===== config.mk =====
export PLATFORM = sky130hd
export DESIGN_NAME = gmac_tx_framer
export DESIGN_NICKNAME = d
export VERILOG_FILES = /design/src/rtl/gmac_pkg.sv /design/src/rtl/gmac_tx_framer_crc.sv /design/src/rtl/gmac_tx_framer.sv
export SDC_FILE = /design/constraint.sdc
export NUM_CORES = 1
export LEC_CHECK = 0
export CAP_MARGIN = 20
export CORE_UTILIZATION = 25
export CTS_CLUSTER_DIAMETER = 120
export DETAILED_ROUTE_END_ITERATION = 6
export GPL_TIMING_DRIVEN = 0
export HOLD_SLACK_MARGIN = 0.12
export PLACE_DENSITY_LB_ADDON = 0.3
export SLEW_MARGIN = 20
export SYNTH_ARGS = -nofsm -noshare
export SYNTH_HDL_FRONTEND = slang
export SYNTH_SLANG_ARGS = --single-unit
export TNS_END_PERCENT = 10

===== constraint.sdc =====
create_clock -name clk -period 7.76 [get_ports clk]
set_input_delay 1.94 -clock clk [delete_from_list [all_inputs] [get_ports clk]]
set_output_delay 1.94 -clock clk [all_outputs]
set_load 0.05 [all_outputs]

===== src/rtl/gmac_pkg.sv =====
// gmac_pkg: shared types, framing constants and the reflected CRC32 byte step
// used by the GMAC transmit framer.
package gmac_pkg;

  typedef enum logic [2:0] {
    ST_IDLE     = 3'd0,
    ST_PREAMBLE = 3'd1,
    ST_SFD      = 3'd2,
    ST_DATA     = 3'd3,
    ST_PAD      = 3'd4,
    ST_FCS      = 3'd5,
    ST_IFG      = 3'd6
  } tx_state_t;

  localparam logic [7:0]  PREAMBLE_BYTE   = 8'h55;
  localparam logic [7:0]  SFD_BYTE        = 8'hD5;
  localparam int          PREAMBLE_LEN    = 7;
  localparam int          FCS_LEN         = 4;
  localparam logic [31:0] CRC32_INIT      = 32'hFFFF_FFFF;
  localparam logic [31:0] CRC32_POLY_REFL = 32'hEDB8_8320;

  // Bits enter LSB first, matching the order they go out on the wire.
  function automatic logic [31:0] crc32_byte_update(input logic [31:0] crc,
                                                    input logic [7:0]  data);
    logic [31:0] c;
    c = crc;
    for (int i = 0; i < 8; i++) begin
      if ((c[0] ^ data[i]) == 1'b1) begin
        c = (c >> 1) ^ CRC32_POLY_REFL;
      end else begin
        c = c >> 1;
      end
    end
    return c;
  endfunction

endpackage


===== src/rtl/gmac_tx_framer_crc.sv =====
// crc32_ethernet_byte: byte-wide reflected CRC32 engine; fcs is the inverted
// running remainder, ready to transmit least-significant byte first.
module crc32_ethernet_byte
  import gmac_pkg::*;
(
  input  logic        clk,
  input  logic        rstn,
  input  logic        init,
  input  logic        data_valid,
  input  logic [7:0]  data,
  output logic [31:0] fcs
);

  logic [31:0] crc_q;
  logic [31:0] crc_d;

  // Next remainder: init wins over data so a frame always starts clean.
  always_comb begin
    crc_d = crc_q;
    if (init) begin
      crc_d = CRC32_INIT;
    end else if (data_valid) begin
      crc_d = crc32_byte_update(crc_q, data);
    end else begin
      crc_d = crc_q;
    end
  end

  // Remainder register.
  always_ff @(posedge clk or negedge rstn) begin
    if (!rstn) begin
      crc_q <= CRC32_INIT;
    end else begin
      crc_q <= crc_d;
    end
  end

  assign fcs = ~crc_q;

endmodule


===== src/rtl/gmac_tx_framer.sv =====
// gmac_tx_framer: byte-wide GMII transmit framer (preamble, SFD, payload, pad, FCS, IFG).
// Build option: define GMAC_TX_PAD_EN to zero-pad frames shorter than MIN_PAYLOAD.
module gmac_tx_framer
  import gmac_pkg::*;
#(
  parameter int IFG_BYTES   = 12,
  parameter int MIN_PAYLOAD = 60
) (
  input  logic       clk,
  input  logic       rstn,
  input  logic [7:0] s_data,
  input  logic       s_valid,
  input  logic       s_last,
  output logic       s_ready,
  output logic [7:0] txd,
  output logic       tx_en,
  output logic       tx_er,
  output logic       busy,
  output logic       frame_done,
  output logic       underrun
);

`ifdef GMAC_TX_PAD_EN
  localparam logic PAD_EN = 1'b1;
`else
  localparam logic PAD_EN = 1'b0;
`endif

  // The IDLE cycle that always follows IFG is itself one idle byte on the wire,
  // so IFG holds one cycle less to keep back-to-back frames IFG_BYTES apart.
  localparam logic [15:0] IFG_LAST = (IFG_BYTES > 1) ? 16'(IFG_BYTES - 2) : 16'd0;

  tx_state_t   state_q, state_d;
  logic [15:0] cnt_q, cnt_d;
  logic [15:0] byte_cnt_q, byte_cnt_d;
  logic [7:0]  txd_q, txd_d;
  logic        tx_en_q, tx_en_d;
  logic        tx_er_q, tx_er_d;
  logic        busy_q, busy_d;
  logic        frame_done_q, frame_done_d;
  logic        underrun_q, underrun_d;

  logic        crc_init;
  logic        crc_valid;
  logic [31:0] fcs;
  logic [15:0] byte_inc;
  logic        short_frame;

  crc32_ethernet_byte u_crc (
    .clk        (clk),
    .rstn       (rstn),
    .init       (crc_init),
    .data_valid (crc_valid),
    .data       (txd_d),
    .fcs        (fcs)
  );

  // Next-state, counters and next output values.
  always_comb begin
    state_d      = state_q;
    cnt_d        = cnt_q + 16'd1;
    byte_cnt_d   = byte_cnt_q;
    txd_d        = 8'h00;
    tx_en_d      = 1'b0;
    tx_er_d      = 1'b0;
    frame_done_d = 1'b0;
    underrun_d   = 1'b0;
    crc_init     = 1'b0;
    crc_valid    = 1'b0;
    byte_inc     = (byte_cnt_q == 16'hFFFF) ? byte_cnt_q : byte_cnt_q + 16'd1;
    short_frame  = ({1'b0, byte_cnt_q} + 17'd1) < 17'(MIN_PAYLOAD);

    case (state_q)
      ST_IDLE: begin
        cnt_d      = 16'd0;
        byte_cnt_d = 16'd0;
        if (s_valid) begin
          state_d = ST_PREAMBLE;
        end else begin
          state_d = ST_IDLE;
        end
      end
      ST_PREAMBLE: begin
        txd_d   = PREAMBLE_BYTE;
        tx_en_d = 1'b1;
        if (cnt_q == 16'(PREAMBLE_LEN - 1)) begin
          state_d = ST_SFD;
          cnt_d   = 16'd0;
        end else begin
          state_d = ST_PREAMBLE;
        end
      end
      ST_SFD: begin
        txd_d    = SFD_BYTE;
        tx_en_d  = 1'b1;
        crc_init = 1'b1;
        state_d  = ST_DATA;
        cnt_d    = 16'd0;
      end
      ST_DATA: begin
        tx_en_d = 1'b1;
        cnt_d   = 16'd0;
        if (s_valid) begin
          txd_d      = s_data;
          crc_valid  = 1'b1;
          byte_cnt_d = byte_inc;
          if (s_last) begin
            if (PAD_EN && short_frame) begin
              state_d = ST_PAD;
            end else begin
              state_d = ST_FCS;
            end
          end else begin
            state_d = ST_DATA;
          end
        end else begin
          // Client starved mid-frame: poison the frame on the wire and give up.
          tx_er_d    = 1'b1;
          underrun_d = 1'b1;
          state_d    = ST_IFG;
        end
      end
`ifdef GMAC_TX_PAD_EN
      ST_PAD: begin
        tx_en_d    = 1'b1;
        crc_valid  = 1'b1;
        byte_cnt_d = byte_inc;
        cnt_d      = 16'd0;
        if (short_frame) begin
          state_d = ST_PAD;
        end else begin
          state_d = ST_FCS;
        end
      end
`endif
      ST_FCS: begin
        tx_en_d = 1'b1;
        txd_d   = fcs[{cnt_q[1:0], 3'b000} +: 8];
        if (cnt_q == 16'(FCS_LEN - 1)) begin
          frame_done_d = 1'b1;
          state_d      = ST_IFG;
          cnt_d        = 16'd0;
        end else begin
          state_d = ST_FCS;
        end
      end
      ST_IFG: begin
        if (cnt_q >= IFG_LAST) begin
          state_d = ST_IDLE;
          cnt_d   = 16'd0;
        end else begin
          state_d = ST_IFG;
        end
      end
      default: begin
        state_d = ST_IDLE;
        cnt_d   = 16'd0;
      end
    endcase

    busy_d = (state_d != ST_IDLE);
  end

  // State, counters and registered GMII/status outputs.
  always_ff @(posedge clk or negedge rstn) begin
    if (!rstn) begin
      state_q      <= ST_IDLE;
      cnt_q        <= 16'd0;
      byte_cnt_q   <= 16'd0;
      txd_q        <= 8'h00;
      tx_en_q      <= 1'b0;
      tx_er_q      <= 1'b0;
      busy_q       <= 1'b0;
      frame_done_q <= 1'b0;
      underrun_q   <= 1'b0;
    end else begin
      state_q      <= state_d;
      cnt_q        <= cnt_d;
      byte_cnt_q   <= byte_cnt_d;
      txd_q        <= txd_d;
      tx_en_q      <= tx_en_d;
      tx_er_q      <= tx_er_d;
      busy_q       <= busy_d;
      frame_done_q <= frame_done_d;
      underrun_q   <= underrun_d;
    end
  end

  assign s_ready    = (state_q == ST_DATA);
  assign txd        = txd_q;
  assign tx_en      = tx_en_q;
  assign tx_er      = tx_er_q;
  assign busy       = busy_q;
  assign frame_done = frame_done_q;
  assign underrun   = underrun_q;

endmodule


==> metrics <==
run status=complete, no violations; Setup crit start kind=input pin; Syn Area/Cell=10.5 sq um; worst-skew pair later-pin latency=0.33 ns; remaining antenna violation count after routing=0; synth warn=0; slowest CP cell=xnor2_2; WP data arrival=4.59 ns; Slew @ Worst Pin=0.954 ns; core area=14100 sq um; sequential share of the synthesized area=44.2%; CTS resizes=0; RSZ-0062 raised after global routing=false; DR iter-0 viols=124; first-pass GRT wire length=14100 um; critical path, cell by cell=buf_2 > and4b_1 > clkbuf_1 > a21oi_1 > xnor2_2 > xnor2_2 > xor2_1 > xnor2_1 > a21oi_1; layout cells sized above 1=19.8%; MaxCap Viol Count=0; Synth Flop Type=dfstp_2; clock slew at reported path FFs=0.05 ns; Wirelength per Cell=15.1 um; Post-Route WL=8550 um; CTS Buf Count=9; Post-Syn Area=3650 sq um; WS Path Type=in2reg; count leader, synth=nor2_1; H-tree levels=3; CTS tree=done; CTS Sinks=63; Ports=26; minimum clock period=4.34 ns; crit path max fanout=10; FFs w/ async S/R, synth=100%; Slew HR=36.0%; Hold Crit Class=reg2reg; aggregate negative setup slack=0 ns; Fmax=0.230 GHz; full die area=15100 sq um; Critical Path RT=8.01 ns; CP endpoint kind=flip-flop; Hold Vio Cnt, Final=0; hold path depth=2; fin nets=398; Setup Buffers After CTS=0; post-synth top area share=23.0%; vias in the first global route=2639; CTS Hold Bufs=0; DIE HEIGHT=123 um; GRT Resource Usage Total=12.7%; cell depth of the worst flop-to-flop path=9; root buffer cell=clkbuf_16; antenna violations before repair=0; Residual DRC=0; first drt pass iteration count=4; die width=123 um; num rows=43; Area Growth Syn to Fin=20.6%; Filler cells=1445; #FFs+latches synth=63; Commonest cells post-synth=nor2_1 (54), xnor2_1 (45), a21oi_1 (33); Post-Synthesis Cells=348; largest net degree at the start of global routing=42; fin. max-slew vios=0; Post-synth EDFFs=0; GRT Residual Overflow=0; Net Count, Synth=362; IO Port Bufs=24; Via Count=2548; Worst path max stage delay=0.56 ns; fin crit share=55.9%; Clock Path Buffers=2; Antenna diodes=0; top cells by area, synth=dfstp_2 (23%), dfrtp_1 (21%), xnor2_1 (11%); Final Skew=0.00504 ns; Synth cell types=47; Final setup viols=0; Final GP Congestion=0.782; mean number of vias per cell=4.49; HPWL after DPL=6130 um; Initial Util=25.9%; area leader, netlist=dfstp_2
==> worst max-delay path: cells and delay by family <==
| kind | cells | cell delay (ns) |
|---|---|---|
| buf+inv | 2 | 0.64 |
| simple gates | 1 | 0.31 |
| xor+xnor | 4 | 1.30 |
| compound gates | 2 | 0.38 |
==> metrics by stage <==
stage	util, %	cell area, sq um	hold slack [ns]	std cells	setup slack (ns)
floorplan	-	3650	0.493	348	3.76
global placement	29.2	4120	0.507	552	2.60
detailed placement	29.4	4140	0.507	553	3.05
CTS	31.3	4410	0.516	568	3.37
global route	31.3	4410	0.528	568	3.20
finish	31.3	4410	0.515	568	3.42
==> kinds of logic (layout without fill, tap and decap cells) <==
kind of cell,after synthesis,count (layout),synth area share [%]
AOI/OAI and AO/OA,55,55,9.52
muxes,11,11,5.14
adders and majority gates,3,3,0.958
xor gates and xnor gates,83,83,22.7
DFF,63,63,44.2
buffers and inverters,24,64,3.01
and+or+nand+nor,109,109,14.5
==> path summary, 6_finish.rpt <==
kind / from / end / slack (ns)
worst max-delay path: s_valid / u_crc.crc_q[18] / 3.42
worst min-delay path: u_crc.crc_q[11] / u_crc.crc_q[11] / 0.52
worst max register to register: state_q[0] / u_crc.crc_q[18] / 4.71
worst min register to register: u_crc.crc_q[11] / u_crc.crc_q[11] / 0.52
max in group asynchronous: rstn / u_crc.crc_q[24] / 5.66
min in group asynchronous: rstn / txd[1] / 1.51
==> cells in the final DEF (no fill, tap or decap), types with 3 or more instances in the layout <==
cell             count
clkbuf_16            9
clkdlybuf4s50_1     23
inv_1                8
and3_1               5
nor2_1              54
buf_4                3
nand2_1             13
dfstp_2             32
xnor2_1             45
a21oi_1             33
nor4_1               4
dfrtp_1             31
xor2_1              27
nand3_1             13
nor3_2               3
xnor2_2              8
mux2i_1              3
buf_2                4
nor2b_1              3
o22a_1               6
clkbuf_1            12
mux4_2               6
==> registers in the layout, summed over array words and instances (netlist names) <==
signal / flops
cnt_q: 16
frame_done: 1
state_q: 3
tx_en: 1
txd: 8
busy: 1
underrun: 1
u_crc.crc_q: 32
==> final cells by class <==
type / count / area [sq um] / area share (%)
plain buffers: 16 / 80.1 / 1.82
clock buffers: 14 / 264 / 5.99
clock inverters: 1 / 5.00 / 0.114
inverters: 8 / 30.0 / 0.681
multi-input cells: 261 / 1930 / 43.8
flip-flops and latches: 63 / 1620 / 36.7
well taps: 180 / 225 / 5.11
repair buffers: 25 / 258 / 5.85
==> metal layers <==
layer / GRT usage [%] / vias to the layer above / part of all wire, %
li1: - / 1254 / -
met1: 16.6 / 1251 / 49
met2: 20.4 / 37 / 48
met3: 2.91 / 6 / 2.9
met4: 4.57 / 0 / 0.89
met5: 0 / - / 0
Power is not shown: default switching activity piles up to over one toggle a cycle in this logic, so the estimate is an artifact.
